**src/rtl/ham_pkg.sv**
```systemverilog
// Shared Hamming(17,12) constants: sizes, parity/info index maps, syndrome type
// and the info-extraction helper used by the encoder and decoder paths.
package ham_pkg;
  localparam int HAM_K = 12;
  localparam int HAM_N = 17;
  localparam int HAM_R = 5;

  typedef logic [HAM_R-1:0] syn_t;

  localparam int PAR_IDX  [HAM_R] = '{0, 1, 3, 7, 15};
  localparam int INFO_IDX [HAM_K] = '{2, 4, 5, 6, 8, 9, 10, 11, 12, 13, 14, 16};

  function automatic logic [HAM_K-1:0] extract_info(input logic [HAM_N-1:0] cw);
    logic [HAM_K-1:0] info;
    info = '0;
    for (int i = 0; i < HAM_K; i++) begin
      info[i] = cw[INFO_IDX[i]];
    end
    return info;
  endfunction
endpackage

```
**src/rtl/ham_syndrome_calc.sv**
```systemverilog
// Combinational Hamming(17,12) syndrome: XOR of the 1-based positions of all set bits.
module ham_syndrome_calc
  import ham_pkg::*;
(
  input  logic [16:0] codeword,
  output logic [4:0]  syndrome
);

  always_comb begin
    syndrome = '0;
    for (int i = 0; i < HAM_N; i++) begin
      if (codeword[i]) syndrome = syndrome ^ syn_t'(i + 1);
    end
  end

endmodule

```
**src/rtl/ham_dec_pipe.sv**
```systemverilog
// Two-stage pipelined Hamming(17,12) SEC decoder with valid/ready on both sides.
// Optional saturating error counters are built when HAM_DEC_ERRCNT_EN is defined.
module ham_dec_pipe
  import ham_pkg::*;
#(
  parameter int CNT_W = 16
) (
  input  logic             clk,
  input  logic             rst,
  input  logic             in_valid,
  output logic             in_ready,
  input  logic [16:0]      codeword_in,
  output logic             out_valid,
  input  logic             out_ready,
  output logic [11:0]      info_out,
  output logic             err_corr,
`ifdef HAM_DEC_ERRCNT_EN
  output logic [CNT_W-1:0] corr_cnt,
  output logic [CNT_W-1:0] uncorr_cnt,
  input  logic             cnt_clr,
`endif
  output logic             err_uncorr
);

  logic             vld_p1_q, vld_p1_d, vld_p2_q, vld_p2_d;
  logic             adv_p1, adv_p2;
  logic [HAM_N-1:0] cw_p1_q, cw_p1_d;
  syn_t             syn_p1_q, syn_p1_d;
  logic [HAM_R-1:0] syn_in;
  logic [HAM_K-1:0] info_p2_q, info_p2_d;
  logic             corr_p2_q, corr_p2_d, uncorr_p2_q, uncorr_p2_d;
  logic             corr_s, uncorr_s;
  logic [HAM_N-1:0] flip_s;

  ham_syndrome_calc u_syn (
    .codeword (codeword_in),
    .syndrome (syn_in)
  );

  always_comb begin
    adv_p2   = !vld_p2_q || out_ready;
    adv_p1   = !vld_p1_q || adv_p2;
    vld_p1_d = adv_p1 ? in_valid : vld_p1_q;
    vld_p2_d = adv_p2 ? vld_p1_q : vld_p2_q;

    // Stage 0 -> 1: capture codeword and its syndrome
    cw_p1_d  = cw_p1_q;
    syn_p1_d = syn_p1_q;
    if (adv_p1 && in_valid) begin
      cw_p1_d  = codeword_in;
      syn_p1_d = syn_in;
    end

    // Stage 1 -> 2: correct the addressed bit, extract info, raise flags
    corr_s   = (syn_p1_q != '0) && (syn_p1_q <= syn_t'(HAM_N));
    uncorr_s = (syn_p1_q > syn_t'(HAM_N));
    flip_s   = corr_s ? (HAM_N'(1) << (syn_p1_q - syn_t'(1))) : '0;

    info_p2_d   = info_p2_q;
    corr_p2_d   = corr_p2_q;
    uncorr_p2_d = uncorr_p2_q;
    if (adv_p2 && vld_p1_q) begin
      info_p2_d   = extract_info(cw_p1_q ^ flip_s);
      corr_p2_d   = corr_s;
      uncorr_p2_d = uncorr_s;
    end
  end

  always_ff @(posedge clk) begin
    if (rst) begin
      vld_p1_q <= 1'b0;
      vld_p2_q <= 1'b0;
    end else begin
      vld_p1_q <= vld_p1_d;
      vld_p2_q <= vld_p2_d;
    end
  end

  always_ff @(posedge clk) begin
    cw_p1_q     <= cw_p1_d;
    syn_p1_q    <= syn_p1_d;
    info_p2_q   <= info_p2_d;
    corr_p2_q   <= corr_p2_d;
    uncorr_p2_q <= uncorr_p2_d;
  end

  // Data registers are never reset; outputs read as zero while nothing is valid.
  assign in_ready   = adv_p1;
  assign out_valid  = vld_p2_q;
  assign info_out   = vld_p2_q ? info_p2_q : '0;
  assign err_corr   = vld_p2_q & corr_p2_q;
  assign err_uncorr = vld_p2_q & uncorr_p2_q;

`ifdef HAM_DEC_ERRCNT_EN
  logic [CNT_W-1:0] corr_cnt_q, corr_cnt_d, uncorr_cnt_q, uncorr_cnt_d;
  logic             fire;

  function automatic logic [CNT_W-1:0] sat_inc(input logic [CNT_W-1:0] v);
    return (&v) ? v : v + 1'b1;
  endfunction

  always_comb begin
    fire         = vld_p2_q && out_ready;
    corr_cnt_d   = corr_cnt_q;
    uncorr_cnt_d = uncorr_cnt_q;
    if (cnt_clr) begin
      corr_cnt_d   = '0;
      uncorr_cnt_d = '0;
    end else if (fire) begin
      if (corr_p2_q)   corr_cnt_d   = sat_inc(corr_cnt_q);
      if (uncorr_p2_q) uncorr_cnt_d = sat_inc(uncorr_cnt_q);
    end
  end

  always_ff @(posedge clk) begin
    if (rst) begin
      corr_cnt_q   <= '0;
      uncorr_cnt_q <= '0;
    end else begin
      corr_cnt_q   <= corr_cnt_d;
      uncorr_cnt_q <= uncorr_cnt_d;
    end
  end

  assign corr_cnt   = corr_cnt_q;
  assign uncorr_cnt = uncorr_cnt_q;
`else
  // CNT_W only sizes the counters; keep it referenced when they are not built.
  logic [CNT_W-1:0] unused_cnt_w;
  assign unused_cnt_w = '0;
`endif

endmodule

```
**config.mk**
```make
export PLATFORM = sky130hd
export DESIGN_NAME = ham_dec_pipe
export DESIGN_NICKNAME = d
export VERILOG_FILES = /design/src/rtl/ham_pkg.sv /design/src/rtl/ham_syndrome_calc.sv /design/src/rtl/ham_dec_pipe.sv
export SDC_FILE = /design/constraint.sdc
export NUM_CORES = 1
export LEC_CHECK = 0
export ABC_AREA = 1
export BUFFER_PORTS_ARGS = -buffer_cell sky130_fd_sc_hd__buf_2
export CAP_MARGIN = 5
export CORE_ASPECT_RATIO = 0.5
export CORE_MARGIN = 8
export CORE_UTILIZATION = 45
export CTS_CLUSTER_DIAMETER = 120
export DETAILED_ROUTE_END_ITERATION = 8
export PLACE_DENSITY_LB_ADDON = 0.08
export SLEW_MARGIN = 0
export SYNTH_ARGS = -nofsm -noshare
export SYNTH_HDL_FRONTEND = slang
export SYNTH_HIERARCHICAL = 1
export SYNTH_SLANG_ARGS = --single-unit
export TNS_END_PERCENT = 20
```
**constraint.sdc**
```tcl
create_clock -name clk -period 4.4 [get_ports clk]
set_input_delay 0.22 -clock clk [delete_from_list [all_inputs] [get_ports clk]]
set_output_delay 0.22 -clock clk [all_outputs]
set_load 0.005 [all_outputs]
```
== Word-level counts from Yosys, hierarchy flattened ==
Index checks and enable logic that the tools add are counted.
Word-level totals
  input port bits: 21
  logic and storage cells: 57
  register bits: 38
Operators by class
  reductions and logical operators: 8
  bitwise gates (word level): 19
  shifts and indexed selects: 1
  magnitude comparators: 2
  muxes and demuxes: 19
  $add $sub $neg: 1
Operators by type and width (number)
  $mux 4: 8
  $mux 17: 1
  $shl 1x5->17 const A: 1
  $xor 17x17->17: 1
  $not 2->2: 7
  $mux 12: 1
  $mux 3: 4
  $not 3->3: 4
  $mux 5: 2
  $gt 5x5->1 const B: 1
  $le 5x5->1 const B: 1
  $reduce_bool 5->1: 1
  $sub 5x1->5 const B: 1
  $mux 2: 2
  $not 1->1 const A: 4
  $not 4->4: 1
  $logic_and 1x1->1: 3
  $and 1x1->1: 2
  $logic_not 1->1: 2
  $logic_or 1x1->1: 2
  $mux 1: 1

== Logic depth before layout (Yosys ltp) ==
  word-level depth: 29
  depth in mapped cells: 9
  mapped depth without buffers: 9

== Modules after synthesis ==
Netlist, hierarchy kept.
By module, submodules not included
  ham_dec_pipe: times used 1, area each 1655.3 µm², cells an instance 163
  ham_syndrome_calc: times used 1, area each 422.9 µm², cells an instance 92

== Worst setup path before layout ==
Ideal clock, no wire load.
  kind: reg2reg
  start: reg vld_p2_q (netlist: out_valid)
  end: reg corr_p2_q, enable pin
  path slack: 2.775 ns
  stages on the path, launching flop included: 3
  arrival: 1.235 ns
  period minus slack after synthesis: 1.625 ns
  path buffers: 1
  path through: dfxtp_1 > clkbuf_1 > a21oi_1
Between the ends
  longest elaborated chain between the ends: 3
RTL lines
  start: declaration: RTL line ham_dec_pipe.sv:25  | logic vld_p1_q, vld_p1_d, vld_p2_q, vld_p2_d;
  start signal: assignment: RTL line ham_dec_pipe.sv:75  | vld_p2_q <= vld_p2_d;
  $logic_not 1->1: RTL line ham_dec_pipe.sv:41  | adv_p2 = !vld_p2_q || out_ready;
  $logic_or 1x1->1: RTL line ham_dec_pipe.sv:41
  $logic_and 1x1->1: RTL line ham_dec_pipe.sv:62  | if (adv_p2 && vld_p1_q) begin
  end signal: assignment: RTL line ham_dec_pipe.sv:83  | corr_p2_q <= corr_p2_d;
  end: declaration: RTL line ham_dec_pipe.sv:31  | logic corr_p2_q, corr_p2_d, uncorr_p2_q, uncorr_p2_d;
No other way between the ends.
A chain may end at the register's enable or synchronous reset.

== Worst setup path after layout ==
  start: reg vld_p2_q (netlist: out_valid)
  end: reg cw_p1_q[9], enable pin
Between the ends
  longest elaborated chain between the ends: 4
RTL lines
  $logic_not 1->1: RTL line ham_dec_pipe.sv:41
  $logic_or 1x1->1: RTL line ham_dec_pipe.sv:41
  $logic_or 1x1->1: RTL line ham_dec_pipe.sv:42  | adv_p1 = !vld_p1_q || adv_p2;
  $logic_and 1x1->1: RTL line ham_dec_pipe.sv:49  | if (adv_p1 && in_valid) begin
  end signal: assignment: RTL line ham_dec_pipe.sv:80  | cw_p1_q <= cw_p1_d;
  end: declaration: RTL line ham_dec_pipe.sv:27  | logic [HAM_N-1:0] cw_p1_q, cw_p1_d;
No other way between the ends.

==> metrics.txt <==
initial drt markers=71; Data arrival, critical path=1.53 ns; clock root buffer=clkbuf_8; DR WL/cell=10.9 µm; ranking of synthesized cells by area=edfxtp_1 45%, nand2_1 15%, inv_1 9.9%; die width=112 µm; Hold Path Class=input pin to flop; Post-CTS Setup Repair Bufs=0; post-synth cell types=22; Core Footprint=0.00442 mm²; Mapped Cells=255; final slew viol count=0; crit-path cells=nand3_1, nand2_1, inv_1; Synthesized Nets=276; CP bufs+invs=1; I/O Buffers=36; Reg2Reg Depth=3; Synth Flop Type=edfxtp_1; number of gates resized after cts=0; TritonRoute pass-1 iters=4; min cycle time layout=1.63 ns; Routed Antenna Nets=0; die area=0.00718 mm²; n_diodes=0; Synth async-reset ratio=0; area grow syn2layout=12.6%; FP Rows=17; CP max stage delay=0.47 ns; critical path type=flop to flop; sequential-to-total area share from yosys stat=0.467; Tightest Pin Transition=0.607 ns; Util after Layout=0.529; r2r setup slk=2.77 ns; status=finished clean; worst hold endpoint=out_valid; Hold Buf Count CTS=0; crit-path leading delay family=flip-flops; CTS H-Tree Depth=2; DR vias/cell=4.56; Worst Setup End Kind=flop; fin crit share=0.370; Synth area leader=edfxtp_1; Worst-Skew Late Latency=0.27 ns; most frequent cells after synthesis=85 x nand2_1, 55 x inv_1, 31 x edfxtp_1, 21 x nand4_1, 19 x nand3_1; number of max-cap violations=0; CTS tree=built; Peak VDD IR=0.112 mV; CTS sink count=33; Slew HR=0.595; Sum Neg Setup Slack=0 ns; Filler cells=440; Routed Wire Length=3800 µm; Critical-path top delay cell=dfxtp_1; clk_skew=0.00602 ns; Remaining Overflow, GRT=0; RSZ-0062 raised after global routing=false; Total Nets Final=312; Max FO, Critical Path=18; total CTS buffers=5; via count=1,592; leakage=0.00131 µW; share of cells above drive strength 1=0.199; CTS Buffer Depth=2; DP HPWL=3120 µm; Mapped Area=0.00208 mm²; Die H=64.1 µm; hold depth=2; Worst setup SP type=flop; count leader, synth=nand2_1; Clock Pin Slew Worst Setup and Hold Paths=0.06 ns; Synthesis Warnings=6; endpoints failing hold=0; worst reg2reg endpoint=cw_p1_q[9]; Syn Area/Cell=8.15 µm²; vias in the first global route=1,503; Setup-failing EPs final=0; GRT Total Usage=0.113; CP required=4.31 ns; PD cells=312 mW/mm²; #FFs+latches synth=33; initial antenna violation count=0; I/O Pins=37; first-pass GRT wire length=6710 µm; initial core utilization=0.470; Post-synth EDFFs=31; reg-to-reg startpoint=out_valid; DRC Markers=0; HP Start=rst; fmax=615 MHz; gpl congestion=0.795; Synth top area share=0.448; largest net degree at the start of global routing=20
==> through the flow <==
step | worst slack (ns) | hold WS, ns | std cells | total power [µW] | instance area (µm²)
floorplan | 2.78 | 0.289 | 255 | 500 | 2080
global route | 2.55 | 0.109 | 349 | 773 | 2340
global placement | 2.53 | 0.400 | 340 | 525 | 2250
detailed placement | 2.47 | 0.399 | 340 | 530 | 2250
finish | 2.77 | 0.115 | 349 | 730 | 2340
CTS | 2.46 | 0.106 | 348 | 735 | 2330
==> cells by family (layout without fill, tap and decap cells) <==
logic type	after synthesis	in the layout	share of synthesized area
compound gates	3	3	0.00722
xor+xnor	9	9	0.0379
buf+inv	70	107	0.149
flops	33	33	0.467
simple gates	140	140	0.339
==> worst max-delay path by stage <==
stage               slack [ns]  cells past startpoint      endpoint      start
floorplan                 2.78                      2     corr_p2_q  out_valid
global placement          2.53                      1  info_p2_q[0]  out_valid
detailed placement        2.47                      1  info_p2_q[0]  out_valid
CTS                       2.46                      1  info_p2_q[0]  out_valid
global route              2.55                      3   syn_p1_q[1]  out_valid
finish                    2.77                      3    cw_p1_q[9]  out_valid
==> cell usage in the layout (no fill, tap or decap) <==
cell and instances:
inv_1 55, nand4_1 21, a21oi_1 3, clkbuf_8 5
nand2_1 85, inv_2 7, edfxtp_1 31, nand2_4 3
buf_2 36, nand3_1 19, xor2_1 2, dfxtp_1 2
clkbuf_1 3, nand3_2 2, nand3_4 1, xnor2_1 7
nand3b_1 5, buf_4 1, nand2_2 1, nor2_8 2
nor2_1 1
==> layout make-up <==
type | instances | area (µm²) | share of cell area
timing repair buffer | 37 | 188 | 0.0802
inverter | 62 | 233 | 0.0994
sequential | 33 | 971 | 0.415
tap | 57 | 71.3 | 0.0305
clock buffer | 8 | 80.1 | 0.0342
multi-input combinational | 152 | 798 | 0.341
==> flip-flops by register name, summed over array words and instances (netlist names) <==
register,flops
cw_p1_q,12
syn_p1_q,5
corr_p2_q,1
vld_p1_q,1
uncorr_p2_q,1
out_valid,1
info_p2_q,12
==> per-layer routing <==
metal,GRT usage,routed length (µm)
met5,0,0
met4,0.0399,27
met3,0.0459,320
met2,0.159,1450
met1,0.152,2010
==> report_power, final <==
part / switching (µW) / internal [µW]
Clock: 94.5 / 112
Sequential: 26.3 / 371
Combinational: 77.8 / 48.2
==> worst reg2reg max path: cells and delay by family, from the launching register on <==
kind,cells,cell delay [ns]
DFF,1,0.47
buffers and inverters,1,0.47
and+or+nand+nor,2,0.32
Note: power is estimated with default switching activity, not from simulation.
